## src/rtl/aes_pkg.sv

```systemverilog
// Shared AES reader definitions: block geometry and
// the reader FSM state encoding.
package aes_pkg;

    localparam int AES_BLOCK_BITS  = 128;
    localparam int BYTES_PER_BLOCK = 16;

    typedef enum logic [2:0] {
        RD_IDLE  = 3'd0,
        RD_FETCH = 3'd1,
        RD_DRAIN = 3'd2,
        RD_SEND  = 3'd3,
        RD_DONE  = 3'd4
    } rd_state_t;

endpackage

```

## src/rtl/block_packer.sv

```systemverilog
// 16-byte shift-left packer: the first byte shifted in
// ends up in the most significant byte of the block.
module block_packer
    import aes_pkg::*;
(
    input  logic                      clk,
    input  logic                      rst,
    input  logic                      i_clr,
    input  logic                      i_en,
    input  logic [7:0]                i_byte,
    output logic [AES_BLOCK_BITS-1:0] o_data
);

    logic [AES_BLOCK_BITS-1:0] r_data;

    // Clear has priority; otherwise shift a byte in from the bottom.
    always_ff @(posedge clk or posedge rst) begin
        if (rst) begin
            r_data <= '0;
        end else if (i_clr) begin
            r_data <= '0;
        end else if (i_en) begin
            r_data <= {r_data[AES_BLOCK_BITS-9:0], i_byte};
        end
    end

    assign o_data = r_data;

endmodule

```

## src/rtl/image_block_reader.sv

```systemverilog
// Streams an image from byte-wide memory as big-endian
// 128-bit blocks over a valid/ready interface.
module image_block_reader
    import aes_pkg::*;
#(
    parameter int IMG_BYTES = 4096,
    parameter int ADDR_W    = 12
) (
    input  logic                      clk,
    input  logic                      rst,
    input  logic                      start,
    output logic                      done,
    output logic                      busy,
    output logic                      mem_en,
    output logic [ADDR_W-1:0]         mem_addr,
    input  logic [7:0]                mem_rdata,
    output logic [AES_BLOCK_BITS-1:0] blk_data,
    output logic                      blk_valid,
    input  logic                      blk_ready
);

    localparam int NBLK  = IMG_BYTES / BYTES_PER_BLOCK;
    localparam int BLK_W = (ADDR_W > 4) ? ADDR_W - 4 : 1;
    localparam logic [BLK_W-1:0] LAST_BLK = BLK_W'(NBLK - 1);

    generate
        if (IMG_BYTES <= 0 || (IMG_BYTES % BYTES_PER_BLOCK) != 0 ||
            IMG_BYTES > (2 ** ADDR_W)) begin : g_bad_cfg
            $error("image_block_reader: bad IMG_BYTES/ADDR_W");
        end
    endgenerate

    rd_state_t         r_state, w_state;
    logic [3:0]        r_byte,  w_byte;
    logic [BLK_W-1:0]  r_blk,   w_blk;
    logic [ADDR_W-1:0] r_addr,  w_addr;
    logic              r_en,    w_en;
    logic              r_valid, w_valid;
    // High while mem_rdata holds a byte to be captured.
    logic              r_rd,    w_rd;
    logic              w_pk_clr;

    // State, counters and registered memory/handshake outputs.
    always_ff @(posedge clk or posedge rst) begin
        if (rst) begin
            r_state <= RD_IDLE;
            r_byte  <= '0;
            r_blk   <= '0;
            r_addr  <= '0;
            r_en    <= 1'b0;
            r_valid <= 1'b0;
            r_rd    <= 1'b0;
        end else begin
            r_state <= w_state;
            r_byte  <= w_byte;
            r_blk   <= w_blk;
            r_addr  <= w_addr;
            r_en    <= w_en;
            r_valid <= w_valid;
            r_rd    <= w_rd;
        end
    end

    // Next-state and next-output logic; start low mid-run aborts.
    always_comb begin
        w_state = r_state;
        w_byte  = r_byte;
        w_blk   = r_blk;
        w_addr  = r_addr;
        w_en    = 1'b0;
        w_valid = 1'b0;
        w_rd    = r_en;
        unique case (r_state)
            RD_IDLE: begin
                w_byte = '0;
                w_blk  = '0;
                w_addr = '0;
                if (start) begin
                    w_state = RD_FETCH;
                    w_en    = 1'b1;
                end
            end
            RD_FETCH, RD_DRAIN, RD_SEND: begin
                if (!start) begin
                    w_state = RD_IDLE;
                    w_byte  = '0;
                    w_blk   = '0;
                    w_addr  = '0;
                    w_rd    = 1'b0;
                end else if (r_state == RD_FETCH) begin
                    if (r_byte == 4'hF) begin
                        w_state = RD_DRAIN;
                    end else begin
                        w_en   = 1'b1;
                        w_byte = r_byte + 4'd1;
                        w_addr = r_addr + 1'b1;
                    end
                end else if (r_state == RD_DRAIN) begin
                    w_state = RD_SEND;
                    w_valid = 1'b1;
                end else if (blk_ready) begin
                    if (r_blk == LAST_BLK) begin
                        w_state = RD_DONE;
                    end else begin
                        w_state = RD_FETCH;
                        w_en    = 1'b1;
                        w_byte  = '0;
                        w_blk   = r_blk + 1'b1;
                        w_addr  = r_addr + 1'b1;
                    end
                end else begin
                    w_valid = 1'b1;
                end
            end
            RD_DONE: begin
                if (!start) begin
                    w_state = RD_IDLE;
                end
            end
            default: begin
                w_state = RD_IDLE;
            end
        endcase
    end

    // The packer is wiped whenever the reader sits idle.
    always_comb begin
        w_pk_clr = (r_state == RD_IDLE);
    end

    block_packer u_packer (
        .clk    (clk),
        .rst    (rst),
        .i_clr  (w_pk_clr),
        .i_en   (r_rd),
        .i_byte (mem_rdata),
        .o_data (blk_data)
    );

    assign done      = (r_state == RD_DONE);
    assign busy      = (r_state == RD_FETCH) ||
                       (r_state == RD_DRAIN) ||
                       (r_state == RD_SEND);
    assign mem_en    = r_en;
    assign mem_addr  = r_addr;
    assign blk_valid = r_valid;

endmodule

```

## config.mk

```make
export PLATFORM = sky130hd
export DESIGN_NAME = image_block_reader
export DESIGN_NICKNAME = d
export VERILOG_FILES = /design/src/rtl/aes_pkg.sv /design/src/rtl/block_packer.sv /design/src/rtl/image_block_reader.sv
export SDC_FILE = /design/constraint.sdc
export NUM_CORES = 1
export LEC_CHECK = 0
export CORE_ASPECT_RATIO = 1.4
export CORE_MARGIN = 8
export CORE_UTILIZATION = 50
export DETAILED_ROUTE_END_ITERATION = 10
export GPL_TIMING_DRIVEN = 0
export PLACE_DENSITY = 0.87
export SETUP_SLACK_MARGIN = 0.4
export SLEW_MARGIN = 20
export SYNTH_ARGS = -nofsm -noshare
export SYNTH_HDL_FRONTEND = slang
export SYNTH_HIERARCHICAL = 1
export SYNTH_SLANG_ARGS = --single-unit
```

## constraint.sdc

```tcl
create_clock -name clk -period 5.4 [get_ports clk]
set_clock_uncertainty 0.2 [all_clocks]
set_input_delay 1.08 -clock clk [delete_from_list [all_inputs] [get_ports clk]]
set_output_delay 1.08 -clock clk [all_outputs]
set_load 0.05 [all_outputs]
```

==> flow_summary.yaml <==
clocking:
  h-tree-depth: 4
  cts_resized: 0
  insertion_delay_ps: 410
  cts_root_buf: "clkbuf_16"
  cts.sinks: 158
  cts-hold-fix-buffers: 0
  cts_made_buffers: 17
  cts_setup_buffers: 0
  cts_tree: "built"
  cts.clk_slew.worst_paths_ps: 70
  clk_path_buf_depth: 2
route:
  vias_per_cell: 5.38
  drc: 0
  drt.antenna.violating_nets: 0
  routed_wl_um: 17800
  route.vias.total: 5129
  dr.pass1.iters: 4
  drtIter0Drc: 312
  wl_per_cell_um: 18.7
global_routing:
  antenna_found_initial: 0
  grt.overflow.total: 0
  grt_pass1_vias: 5410
  grt_use_total_pct: 20.0
  grt_pass1_wl_um: 28000
  grt_max_degree: 82
synthesis:
  netlist.area_leader.share_pct: 56.9
  synth_cell_types: 40
  netlist_instances: 581
  synthTopCellsByCount: "dfrtp_1, nor2_1, mux2i_1, nand2_1, nand3_1"
  yosys_most_used_dff: "dfrtp_1"
  syn-cell-area_sq_um: 6950
  synth.most_common_cell: "dfrtp_1"
  synth_top_area_cell: "dfrtp_1"
  yosysWarnings: 6
  synth_enable_flop_cells: 0
  ys_ff_latch: 158
  syn_area_per_cell_sq_um: 12.0
  seq_area_frac_synth_pct: 56.9
  synthesis.nets: 596
  netlist_top_cells_area: "dfrtp_1, mux2i_1, nor2_1"
  async_flop_share_pct: 100
timing:
  worst_slew_pin_slew_ps: 741
  timing.setup.tns_ps: 0
  finalHoldViolations: 0
  setup_viol: 0
  rsz0062_at_grt: "false"
  worst_slack_ps: 1860
  min_period_ps: 3540
  slew_headroom_pct: 50.6
  final_max_slew_viol_count: 0
  fin_crit_sh_pct: 65.6
  whs_ps: 313
  fmax_mhz: 282
run_status:
  status: "completed"
worst_setup_path:
  criticalPathCategory: "reg -> out"
  arrival_ps: 2260
  required_ps: 4120
  start_kind: "register"
  worst_setup_path_end_kind: "output port"
  crit_fanout: 9
placed_design:
  portBuffers: 155
  hpwl_um: 13300
  post-place-ws_ps: 2300
  place_congestion: 0.837
power_and_ir_drop:
  power_leakage_nw: 4.29
  p_per_area_nw_per_um2: 280
  ir_worst_vdd_mv: 0.248
floorplanning:
  start_util_pct: 50.6
  io_pins: 156
  die_h_um: 155
  dieArea_sq_um: 18000
  rows: 51
  core_sq_um: 13700
  die_w_um: 116
min_path:
  worstHoldPathType: "reg -> reg"
layout:
  drive_gt1_share_pct: 9.88
  layout.nets: 771
  num_antenna_cells: 0
  area_growth_pct: 34.7
job:
  maxCapViolations: 0
cells by family after synthesis:
kind of cell	count (synthesis)	share of synthesized area, %
mux	129	18.6
compound gates	54	5.67
xor+xnor	1	0.126
simple gates	199	12.6
flops	158	56.9
fa+ha+maj	3	0.540
buf+inv	37	5.57
worst max-delay path, cell delays in order, from the launching register on:
cell	delay, ps
dfrtp_1	360
buf_2	170
nor2_1	290
and2_1	210
clkdlybuf4s50_1	820
final cells by class:
| class | count | area (sq um) |
|---|---|---|
| sequential | 158 | 3950 |
| tap | 185 | 231 |
| timing repair buffer | 156 | 1570 |
| multi-input combinational | 386 | 2610 |
| fill | 991 | 4360 |
| clock buffer | 18 | 429 |
| buffer | 33 | 372 |
| inverter | 4 | 20.0 |
| clock inverter | 14 | 173 |
routing by layer:
metal | share of wire, % | track usage (%)
met5 | 0 | 0
met1 | 38 | 20.9
met2 | 52 | 36.2
met3 | 7.2 | 6.63
met4 | 2.3 | 7.25
power breakdown:
group / switching (W) / internal, W / leakage [nW]
registers: 0.00000910 / 0.00119 / 2.19
clock network: 0.000511 / 0.000701 / 0.290
logic: 0.000125 / 0.0000822 / 1.81
total: 0.000645 / 0.00198 / 4.29
flip-flops by register name (all words and copies together), names as in the netlist:
register	count
mem_en	1
u_packer/o_data	128
r_state	3
r_byte	4
blk_valid	1
r_blk	8
r_rd	1
mem_addr	12
cells in the final DEF (no fill, tap or decap), types with 2 or more instances in the layout:
cell / count
a21o_1: 2
a21oi_1: 3
a31oi_1: 4
and2_1: 2
and3_1: 8
buf_12: 14
buf_2: 5
buf_6: 4
bufinv_16: 2
clkbuf_1: 12
clkbuf_16: 17
clkdlybuf4s50_1: 155
clkinv_4: 2
clkinvlp_4: 2
dfrtp_1: 158
ha_1: 3
inv_1: 2
inv_6: 5
inv_8: 4
mux2i_1: 129
nand2_1: 16
nand2b_1: 5
nand3_1: 14
nor2_1: 139
nor3_1: 3
o21a_1: 2
o21ai_0: 12
o21ai_1: 10
o21ai_2: 4
o31ai_1: 4
o31ai_2: 8
or2_1: 3
per-stage QoR:
step	std cells	total power (W)	utilization, %	area (sq um)
6_report	954	0.00262	68.2	9360
2_1_floorplan	581	0.00138	-	6950
3_3_place_gp	921	0.00142	63.6	8730
5_1_grt	954	0.00271	68.2	9360
4_1_cts	954	0.00265	68.2	9360
3_5_place_dp	922	0.00143	63.8	8750
path summary, 6_finish.rpt:
| kind | startpoint | endpoint | slack (ps) | cells past startpoint |
|---|---|---|---|---|
| max | r_state[1] | done | 1860 | 4 |
| min | mem_addr[11] | mem_addr[11] | 310 | 1 |
| max reg2reg | r_state[1] | u_packer/o_data[24] | 3200 | 7 |
| min reg2reg | mem_addr[11] | mem_addr[11] | 310 | 1 |
| max in group asynchronous | rst | u_packer/o_data[112] | 3270 | 3 |
| min in group asynchronous | rst | r_state[0] | 1000 | 2 |
(Power assumes the default switching activity.)
